### src/rtl/loader_pkg.sv
// Shared types and constants for the boot-time instruction loader.
package loader_pkg;

    typedef enum logic [1:0] {
        S_LEN,
        S_DATA,
        S_ACK,
        S_DONE
    } state_t;

    localparam int         BYTES_PER_WORD = 4;
    localparam logic [7:0] DEF_ACK_BYTE   = 8'hAA;

endpackage

### src/rtl/byte_assembler.sv
// Packs a strobed byte stream into little-endian 32-bit words.
module byte_assembler
    import loader_pkg::*;
(
    input  logic        clk,
    input  logic        rstn,
    input  logic [7:0]  rx_byte,
    input  logic        strobe,
    input  logic        clear,
    output logic [31:0] word,
    output logic        word_valid,
    output logic [31:0] word_next,
    output logic        complete
);

    localparam logic [1:0] LAST = 2'(BYTES_PER_WORD - 1);

    logic [1:0]  cnt;
    logic [23:0] acc;

    // Same-cycle view of the completing word, for the header phase
    assign complete  = strobe && (cnt == LAST);
    assign word_next = {rx_byte, acc};

    always_ff @(posedge clk or negedge rstn) begin
        if (!rstn) begin
            cnt        <= '0;
            acc        <= '0;
            word       <= '0;
            word_valid <= 1'b0;
        end else begin
            word_valid <= complete && !clear;
            if (clear) begin
                cnt <= '0;
            end else if (strobe) begin
                cnt <= cnt + 2'd1;
                unique case (cnt)
                    2'd0: acc[7:0]   <= rx_byte;
                    2'd1: acc[15:8]  <= rx_byte;
                    2'd2: acc[23:16] <= rx_byte;
                    2'd3: word       <= word_next;
                endcase
            end
        end
    end

endmodule

### src/rtl/instr_loader.sv
// Boot loader: UART byte stream -> instruction memory writes, then one ack byte.
module instr_loader
    import loader_pkg::*;
#(
    parameter int         ADDRW     = 10,
    parameter logic [31:0] BASE_ADDR = 32'h0000_0000,
    parameter logic [7:0]  ACK_BYTE  = DEF_ACK_BYTE
) (
    input  logic        clk,
    input  logic        rstn,
    input  logic [7:0]  rx_data,
    input  logic        rx_valid,
    output logic        mem_we,
    output logic [31:0] mem_addr,
    output logic [31:0] mem_din,
    output logic [7:0]  tx_data,
    output logic        tx_valid,
    input  logic        tx_ready,
    output logic        busy,
    output logic        done,
    output logic        overflow
);

    localparam logic [32:0] CAP  = 33'(1) << ADDRW;
    localparam logic [31:0] STEP = 32'(BYTES_PER_WORD);

    state_t      state;
    state_t      state_nx;
    logic [31:0] n_words;
    logic [31:0] w_idx;
    logic [31:0] word;
    logic [31:0] word_next;
    logic        word_valid;
    logic        complete;
    logic        clear;
    logic        hdr_done;
    logic        data_word;

    assign hdr_done  = (state == S_LEN) && complete;
    assign data_word = (state == S_DATA) && word_valid;
    // Header is consumed on its 4th byte so it never surfaces as a data word
    assign clear     = hdr_done || (state == S_ACK) || (state == S_DONE);

    byte_assembler u_asm (
        .clk        (clk),
        .rstn       (rstn),
        .rx_byte    (rx_data),
        .strobe     (rx_valid),
        .clear      (clear),
        .word       (word),
        .word_valid (word_valid),
        .word_next  (word_next),
        .complete   (complete)
    );

    assign mem_din = word;
    assign tx_data = ACK_BYTE;

    always_comb begin
        state_nx = state;
        mem_we   = 1'b0;
        tx_valid = 1'b0;
        busy     = 1'b1;
        done     = 1'b0;
        unique case (state)
            S_LEN: begin
                if (complete)
                    state_nx = (word_next == '0) ? S_ACK : S_DATA;
            end
            S_DATA: begin
                if (word_valid) begin
                    mem_we = ({1'b0, w_idx} < CAP);
                    if (w_idx == n_words - 32'd1)
                        state_nx = S_ACK;
                end
            end
            S_ACK: begin
                tx_valid = 1'b1;
                if (tx_ready)
                    state_nx = S_DONE;
            end
            S_DONE: begin
                busy = 1'b0;
                done = 1'b1;
            end
        endcase
    end

    always_ff @(posedge clk or negedge rstn) begin
        if (!rstn) begin
            state    <= S_LEN;
            n_words  <= '0;
            w_idx    <= '0;
            mem_addr <= BASE_ADDR;
            overflow <= 1'b0;
        end else begin
            state <= state_nx;
            if (hdr_done) begin
                n_words <= word_next;
                if ({1'b0, word_next} > CAP)
                    overflow <= 1'b1;
            end
            if (data_word) begin
                w_idx    <= w_idx + 32'd1;
                mem_addr <= mem_addr + STEP;
            end
        end
    end

endmodule

### config.mk
export PLATFORM = sky130hd
export DESIGN_NAME = instr_loader
export DESIGN_NICKNAME = d
export VERILOG_FILES = /design/src/rtl/loader_pkg.sv /design/src/rtl/byte_assembler.sv /design/src/rtl/instr_loader.sv
export SDC_FILE = /design/constraint.sdc
export NUM_CORES = 1
export LEC_CHECK = 0
export CAP_MARGIN = 5
export CORE_ASPECT_RATIO = 2
export CORE_UTILIZATION = 50
export CTS_CLUSTER_SIZE = 14
export DETAILED_ROUTE_END_ITERATION = 7
export GPL_TIMING_DRIVEN = 0
export PLACE_DENSITY_LB_ADDON = 0.2
export REMOVE_ABC_BUFFERS = 1
export SLEW_MARGIN = 20
export SYNTH_ARGS = -nofsm -noshare
export SYNTH_HDL_FRONTEND = slang
export SYNTH_SLANG_ARGS = --single-unit
### constraint.sdc
create_clock -name clk -period 6 [get_ports clk]
set_clock_uncertainty 0.15 [all_clocks]
set_input_delay 1.2 -clock clk [delete_from_list [all_inputs] [get_ports clk]]
set_output_delay 1.2 -clock clk [all_outputs]
set_load 0.005 [all_outputs]
Word-level counts from Yosys, hierarchy flattened
Cells that the tools add are included.
{"block": "word_totals", "elab_cells": 60, "ff_bits": 158}
{"block": "classes", "n_addsub": 4, "n_eq_ne": 11, "reduce_logical": 18, "n_bitwise": 1, "muxes": 13, "order_cmp": 2}
{"cell": "32-bit by 1-bit adder with 32-bit output, second input constant", "n": 1}
{"cell": "32-bit by 3-bit adder with 32-bit output, second input constant", "n": 1}
{"cell": "32-bit equality test", "n": 1}
{"cell": "32-bit by 11-bit greater-than comparator with 1-bit output, second input constant", "n": 1}
{"cell": "32-bit logical NOT", "n": 1}
{"cell": "32-bit by 11-bit less-than comparator with 1-bit output, second input constant", "n": 1}
{"cell": "32-bit by 1-bit subtractor with 32-bit output, second input constant", "n": 1}
{"cell": "2-bit 2-to-1 mux", "n": 7}
{"cell": "3-bit AND reduction", "n": 4}
{"cell": "2-bit equality test, second input constant", "n": 4}
{"cell": "2-bit case mux with 3 select lines", "n": 1}
{"cell": "1-bit 2-to-1 mux", "n": 5}
{"cell": "5-bit AND reduction", "n": 1}
{"cell": "2-bit by 1-bit equality test with 1-bit output, second input constant", "n": 2}
{"cell": "1-bit logical AND", "n": 4}
{"cell": "2-bit logical NOT", "n": 2}
{"cell": "2-bit by 1-bit != test with 1-bit output, second input constant", "n": 2}
{"cell": "2-bit != test, second input constant", "n": 2}
{"cell": "3-bit nonzero test", "n": 1}
{"cell": "2-bit by 1-bit adder with 2-bit output, second input constant", "n": 1}
{"cell": "1-bit logical OR", "n": 2}
{"cell": "2-bit AND reduction", "n": 1}
{"cell": "2-bit nonzero test", "n": 1}
{"cell": "1-bit logical NOT", "n": 1}
{"cell": "1-bit NOT", "n": 1}

Depth between registers and ports, before layout
Gate-level depths: netlist of the first run.
{"block": "depth", "ltp_word": 7, "depth_mapped": 12}

Cells and area by module
From an unflattened synthesis of the first run, not the netlist that was laid out.
{"block": "hier_totals", "cells_unflattened": 698, "hier_area_um2": 7983.9}
{"mod": "instr_loader", "area_per_inst_um2": 5519.0, "instances": 1, "cells_each": 555}
{"mod": "byte_assembler", "area_per_inst_um2": 2464.9, "instances": 1, "cells_each": 143}

Least setup slack after synthesis of the first run
No wires, ideal clock.
{"block": "synth_path", "path_type": "input port to flip-flop", "start": "in tx_ready", "end": "reg state[0]", "slack_ns": 3.115, "stages": 8, "setup_time_ns": 0.133, "t_arrival_ns": 2.602, "cell_sequence": "inv_1 > a221oi_1 > o2111ai_1 > nor4_1 > nand4_1 > nor4_1 > a22oi_1 > mux2i_1"}
{"block": "synth_via", "elab_chain_len": 2}
{"element": "start, declared", "line": "instr_loader.sv:18", "text": "input logic tx_ready,"}
{"element": "2-bit != test (no line)"}
{"element": "5-bit AND reduction (no line)"}
{"element": "end signal, assigned", "line": "instr_loader.sv:97", "text": "state <= state_nx;"}
{"element": "end, declared", "line": "instr_loader.sv:27", "text": "state_t state;"}
Every way passes these cells.
A chain may end at the register's enable or synchronous reset.

Worst setup path after layout of the first run
{"block": "layout_path", "start": "in rx_valid", "end": "reg state[0]"}
{"block": "layout_via", "elab_chain_len": 3}
{"element": "start, declared", "line": "instr_loader.sv:12", "text": "input logic rx_valid,"}
{"element": "1-bit logical AND", "line": "byte_assembler.sv:22", "text": "assign complete = strobe && (cnt == LAST);"}
{"element": "2-bit != test (no line)"}
{"element": "5-bit AND reduction (no line)"}
Every way passes these cells.

==> reports/results.md, run 1 <==
### Pwr
- combinational share of power: 1.8%
- largest voltage drop on the vdd net: 194 uV
- leak pwr: 0.00437 uW
- Sequential Power Share: 48.8%
- switching portion of total power: 22.8%
- ratio of total power to cell area: 231 nW/um^2
- switching power total: 491 uW
- P_int: 1660 uW
- total power consumption of the routed design: 2150 uW
- part of the total power dissipated in the clock network: 49.3%

### Global routing
- GRT Util Overall: 22.3%
- maximum number of pins on one net before global-route repair: 81
- first-pass GRT wire length: 27700 um
- antenna violations before repair: 0
- final global-route overflow total: 0
- via count of the first global-routing pass: 5450

### Outcome
- result of the run: completed

### Worst setup path
- data arrival time of the critical path: 3.97 ns
- most repeated library cell on the critical path: sky130_fd_sc_hd__nor4_1
- required time at the endpoint of the critical path: 6.15 ns
- ordered cell list for the critical path: clkdlybuf4s50_1 -> nand2_1 -> a221oi_1 -> o2111ai_1 -> nor4_1 -> nand4_1 -> nor4_1 -> a22oi_1 -> mux2i_1
- capturing instance or port of the critical path: state[0]
- CP max FO: 5
- class of the most critical setup path: in -> reg
- setup slack on the worst flop-to-flop path: 2.39 ns
- Critical Path Max Stage Delay: 0.63 ns
- critical register-to-register path endpoint: state[0]
- Worst setup EP type: register
- worst flop-to-flop path startpoint: n_words[13]
- worst setup path start: rx_valid
- Worst path slowest cell: sky130_fd_sc_hd__clkdlybuf4s50_1
- type of origin of the critical path: input pin
- Worst Reg-to-Reg Cells: 8

### Placement
- final weighted congestion in routability-driven placement: 0.891
- detailed placement HPWL: 12800 um
- number of I/O port buffers: 78
- post-placement setup slack: 1.75 ns

### Min path
- Min-Delay Path Class: reg -> reg

### Timing
- Final Setup Violations: 0
- setup repair after global routing missed its margin: false
- Slew Limit Fails: 0
- worst slew pin tran: 0.992 ns
- shortest clock period the worst path allows after layout: 3.83 ns
- post-route fraction of the period consumed by the critical path: 63.8%
- final worst hold slack: 0.325 ns
- number of hold violations in the final report: 0
- crit path setup slack, layout: 2.17 ns
- Slew HR: 33.3%
- FMAX: 261 MHz

### Synth
- most used flip-flop cell after synthesis: sky130_fd_sc_hd__dfrtp_1
- number of unique standard cell types used by synthesis: 51
- most area-hungry cell type in the Yosys netlist: sky130_fd_sc_hd__dfrtp_1
- largest cells by area after synthesis: sky130_fd_sc_hd__dfrtp_1 50%, sky130_fd_sc_hd__mux2_2 13%, sky130_fd_sc_hd__xnor2_1 8.2%
- sequential share of the synthesized area: 50.2%
- count of synthesis-stage warnings from yosys: 0
- gate count of the mapped netlist: 683
- synthesized area per cell: 11.4 sq um
- cell with the most instances after synthesis: sky130_fd_sc_hd__dfrtp_1
- portion of synthesized cell area occupied by the leading cell type: 50.2%
- EDFF count, synth: 0
- synthesized area: 7780 sq um
- share of synthesized flip-flops with an asynchronous set or reset: 100%
- Yosys reg bits: 156
- top cell types by occurrence after synthesis: 156 x sky130_fd_sc_hd__dfrtp_1, 89 x sky130_fd_sc_hd__mux2_2, 73 x sky130_fd_sc_hd__xnor2_1

### Layout
- fin util: 61.3%
- Antenna Cells: 0
- Layout area overhead: 19.9%
- share of post-route cells with drive strength above 1: 18.2%
- Total Nets Final: 781

### Job
- max-cap check violation count: 0

### Floorplanning
- die extent in y: 178 um
- I/O Pins: 89
- total number of placement rows: 64
- Die X: 90.2 um
- Core ar.: 15200 sq um
- Die Footprint: 16100 sq um
- initial core utilization: 51.1%

### CTS
- post-CTS setup-driven buffer insertion count: 0
- clock tree from TritonCTS: yes
- Clock Sink Count: 156
- number of gates resized after cts: 0
- clock latency of the later-clocked register in the worst-skew pair: 0.43 ns
- total number of H-tree levels: 4
- Hold Buf Count CTS: 0
- number of CTS-inserted buffers: 17
- largest buffer count on any clock path: 2
- Clock Pin Slew Worst Setup and Hold Paths: 0.07 ns
- Clock Tree Root: sky130_fd_sc_hd__clkbuf_16

### Route
- number of design rule violations left after detail routing: 0
- total routed wirelength: 16900 um
- vias: 5360
- Pre-antenna DRT Iters: 6
- via/cell ratio: 5.53
- number of antenna-violating nets in the routed design: 0
- number of DRC markers after the initial detailed-route iteration: 201
- routed length per placed instance: 17.4 um

==> power groups by stage <==
stage                     combinational, uW  clock (uW)  sequential (uW)
after global placement                 38.1           0             1070
after detailed placement               41.4           0             1070
after CTS                              41.5        1080             1050
after floorplan                        2.66           0             1070
final                                  39.3        1060             1050
after global routing                   45.3        1120             1050
==> worst max-delay path: cells and delay by family <==
kind / cells / cell delay, ns
simple gates: 4 / 1.19
buf+inv: 1 / 0.63
compound gates: 3 / 0.79
mux: 1 / 0.15
==> stage by stage <==
step	instances	TNS, ns	area, sq um
5_1_grt	969	0	9320
2_1_floorplan	655	0	7630
4_1_cts	969	0	9320
6_report	969	0	9320
3_5_place_dp	937	0	8740
3_3_place_gp	931	-429.82	8660
==> how the worst min path moves through the flow <==
stage,cells past startpoint,slack (ns),startpoint,to
6_report,1,0.32,mem_addr[31],mem_addr[31]
4_1_cts,1,0.33,overflow,overflow
3_3_place_gp,1,0.31,overflow,overflow
5_1_grt,1,0.35,overflow,overflow
3_5_place_dp,1,0.31,overflow,overflow
2_1_floorplan,1,0.31,overflow,overflow
==> placed cells by master, fill, tap and decap left out, types with 5 or more instances in the layout <==
cell	n
sky130_fd_sc_hd__mux2_2	89
sky130_fd_sc_hd__xnor2_1	73
sky130_fd_sc_hd__inv_1	17
sky130_fd_sc_hd__or4_1	7
sky130_fd_sc_hd__nor4_1	23
sky130_fd_sc_hd__nand2_1	50
sky130_fd_sc_hd__nand3_1	25
sky130_fd_sc_hd__nor3_1	9
sky130_fd_sc_hd__nor2b_1	6
sky130_fd_sc_hd__mux2i_1	8
sky130_fd_sc_hd__nand3b_1	5
sky130_fd_sc_hd__clkbuf_16	17
sky130_fd_sc_hd__a21oi_1	7
sky130_fd_sc_hd__nor2_1	40
sky130_fd_sc_hd__nand4_1	24
sky130_fd_sc_hd__conb_1	10
sky130_fd_sc_hd__clkdlybuf4s50_1	77
sky130_fd_sc_hd__ha_1	11
sky130_fd_sc_hd__xor2_1	29
sky130_fd_sc_hd__dfrtp_1	156
sky130_fd_sc_hd__and3_1	11
sky130_fd_sc_hd__inv_6	6
==> per-layer routing <==
| metal | GRT usage, % | part of all wire, % | vias to the layer above | wire, um |
|---|---|---|---|---|
| li1 | - | - | 2553 | - |
| met1 | 23.6 | 37 | 2652 | 6270 |
| met2 | 42.1 | 56 | 120 | 9500 |
| met3 | 3.58 | 2.9 | 35 | 491 |
| met4 | 11.2 | 3.7 | 0 | 626 |
| met5 | 0 | 0 | - | 0 |
==> state kept, by name (all words and copies together) (netlist names) <==
| name | count |
|---|---|
| n_words | 32 |
| u_asm.word | 32 |
| w_idx | 32 |
| mem_addr | 30 |
| u_asm.acc | 24 |
| state | 2 |
| u_asm.cnt | 2 |
| overflow | 1 |
| u_asm.word_valid | 1 |
==> cell type report <==
type / instances / area, sq um
fill: 1261 / 5890
tap: 198 / 248
sequential: 156 / 3900
multi-input combinational: 482 / 3670
clock inverter: 13 / 126
timing repair buffer: 84 / 853
clock buffer: 19 / 453
inverter: 17 / 63.8
==> kinds of logic (layout without fill, tap and decap cells) <==
| kind of cell | count (synthesis) | after routing | synth area share [%] |
|---|---|---|---|
| other | 2 | 10 | 0.0966 |
| AND/OR/NAND/NOR | 227 | 227 | 16.3 |
| buffers and inverters | 53 | 133 | 3.11 |
| flip-flops | 156 | 156 | 50.2 |
| AO/OA/AOI/OAI | 35 | 35 | 3.12 |
| XOR/XNOR | 102 | 102 | 11.5 |
| adder cells (fa/ha/maj) | 11 | 11 | 1.77 |
| multiplexers | 97 | 97 | 13.9 |
Power figures use the tool's default switching activity.
==> run 2, diff against run 1 <==
clock period = 3.7 ns   (was 6 ns; I/O delays follow)
==> reports/results.md, run 2 (synthesis results as in run 1) <==
### Layout
- most common library cell in the layout ignoring fill and taps: sky130_fd_sc_hd__dfrtp_1
- Layout area overhead: 20.1%
- fin util: 61.4%
- registers with the most flip-flops: n_words: 32 flops, u_asm.word: 32 flops, w_idx: 32 flops
- share of post-route cells with drive strength above 1: 18.4%
- most frequent cells in the layout: 156 x sky130_fd_sc_hd__dfrtp_1, 89 x sky130_fd_sc_hd__mux2_2, 77 x sky130_fd_sc_hd__clkdlybuf4s50_1
- Total Nets Final: 782
- number of non-filler instances in the completed layout: 970
- Antenna Cells: 0
- filler cell count in the final layout: 1262

### Floorplanning
- total number of placement rows: 64
- Die X: 90.2 um
- initial core utilization: 51.1%
- Core ar.: 15200 sq um
- I/O Pins: 89
- Die Footprint: 16100 sq um
- die extent in y: 178 um

### Global routing
- GRT Util Overall: 22.3%
- final global-route overflow total: 0
- antenna violations before repair: 0
- maximum number of pins on one net before global-route repair: 81
- via count of the first global-routing pass: 5450
- first-pass GRT wire length: 27700 um

### Timing
- Slew HR: 33.3%
- setup repair after global routing missed its margin: false
- shortest clock period the worst path allows after layout: 3.41 ns
- worst slew pin tran: 0.992 ns
- post-route fraction of the period consumed by the critical path: 92.2%
- number of hold violations in the final report: 0
- FMAX: 293 MHz
- Final Setup Violations: 0
- Slew Limit Fails: 0

### Worst setup path
- required time at the endpoint of the critical path: 3.84 ns
- data arrival time of the critical path: 3.55 ns
- class of the most critical setup path: reg -> reg
- CP max FO: 9
- Worst setup EP type: register
- type of origin of the critical path: register

### Pwr
- largest voltage drop on the vdd net: 310 uV
- ratio of total power to cell area: 373 nW/um^2
- leak pwr: 0.00439 uW

### Route
- number of DRC markers after the initial detailed-route iteration: 197
- vias: 5365
- number of design rule violations left after detail routing: 0
- Pre-antenna DRT Iters: 7
- via/cell ratio: 5.53
- total routed wirelength: 16900 um
- number of antenna-violating nets in the routed design: 0
- routed length per placed instance: 17.4 um

### Placement
- detailed placement HPWL: 12800 um
- final weighted congestion in routability-driven placement: 0.891
- dpl cells: 937
- number of I/O port buffers: 78

### Job
- max-cap check violation count: 0

### CTS
- number of CTS-inserted buffers: 17
- total number of H-tree levels: 4
- Clock Sink Count: 156
- clock tree from TritonCTS: yes
- clock latency of the later-clocked register in the worst-skew pair: 0.43 ns
- Clock Tree Root: sky130_fd_sc_hd__clkbuf_16
- Clock Pin Slew Worst Setup and Hold Paths: 0.07 ns
- largest buffer count on any clock path: 2

### Outcome
- result of the run: completed

### Min path
- Min-Delay Path Class: in -> async

-- run 2: path summary, 6_finish.rpt --
check | startpoint | endpoint | slack (ns) | cells past startpoint
min in group clk | mem_addr[31] | mem_addr[31] | 0.32 | 1
min | rstn | w_idx[23] | 0.11 | 1
min reg2reg | mem_addr[31] | mem_addr[31] | 0.32 | 1
max reg2reg | n_words[2] | state[0] | 0.29 | 8
max in group asynchronous | rstn | n_words[4] | 2.51 | 2
max | n_words[2] | state[0] | 0.29 | 8
-- run 2: routing by layer --
| metal | up-vias | routed length, um | part of all wire, % | track usage, % |
|---|---|---|---|---|
| li1 | 2556 | - | - | - |
| met1 | 2662 | 6330 | 37 | 23.6 |
| met2 | 114 | 9530 | 56 | 42.1 |
| met3 | 33 | 442 | 2.6 | 3.58 |
| met4 | 0 | 620 | 3.7 | 11.2 |
| met5 | - | 0 | 0 | 0 |
-- run 2: where the power goes --
group	switching, uW	internal (uW)	total (uW)
clock	743	976	1720
sequential	0	1710	1710
combinational	48.5	15.3	63.8
total	792	2700	3490
-- run 2: critical path: stages (launching register included) --
cell and delay [ns]:
sky130_fd_sc_hd__dfrtp_1 0.50, sky130_fd_sc_hd__nor4_4 0.50, sky130_fd_sc_hd__nand3_4 0.20, sky130_fd_sc_hd__or4_4 0.59, sky130_fd_sc_hd__or4_1 0.52, sky130_fd_sc_hd__o211ai_1 0.12, sky130_fd_sc_hd__nor4b_4 0.35, sky130_fd_sc_hd__a22oi_1 0.18
sky130_fd_sc_hd__mux2i_1 0.16
-- run 2: per-stage QoR --
stage	area, sq um	TNS (ns)	hold slack [ns]	power, uW	worst slack (ns)
3_3_place_gp	8660	-786.10	0.310	1800	-4.38
5_1_grt	9340	0	0.153	3590	0.0678
2_1_floorplan	7630	-31.28	0.294	1740	-0.954
6_report	9340	0	0.109	3490	0.289
4_1_cts	9320	0	0.148	3520	0.00964
3_5_place_dp	8740	-0.167	0.313	1800	-0.0888
-- run 2: final cells by class --
type / count / area (sq um) / share of cell area (%)
Multi-Input combinational cell: 482 / 3690 / 39.5
Clock buffer: 19 / 453 / 4.85
Clock inverter: 13 / 126 / 1.35
Inverter: 17 / 63.8 / 0.683
Tap cell: 198 / 248 / 2.65
Sequential cell: 156 / 3900 / 41.8
Timing Repair Buffer: 85 / 861 / 9.21
-- run 2: repair_timing --
| item | 4_1_cts | 5_1_grt |
|---|---|---|
| resized for setup | 0 | 2 |
| buffers inserted | 0 | 1 |
| hold buffers | 0 | 0 |
| endpoints found under the setup margin | 0 | 2 |
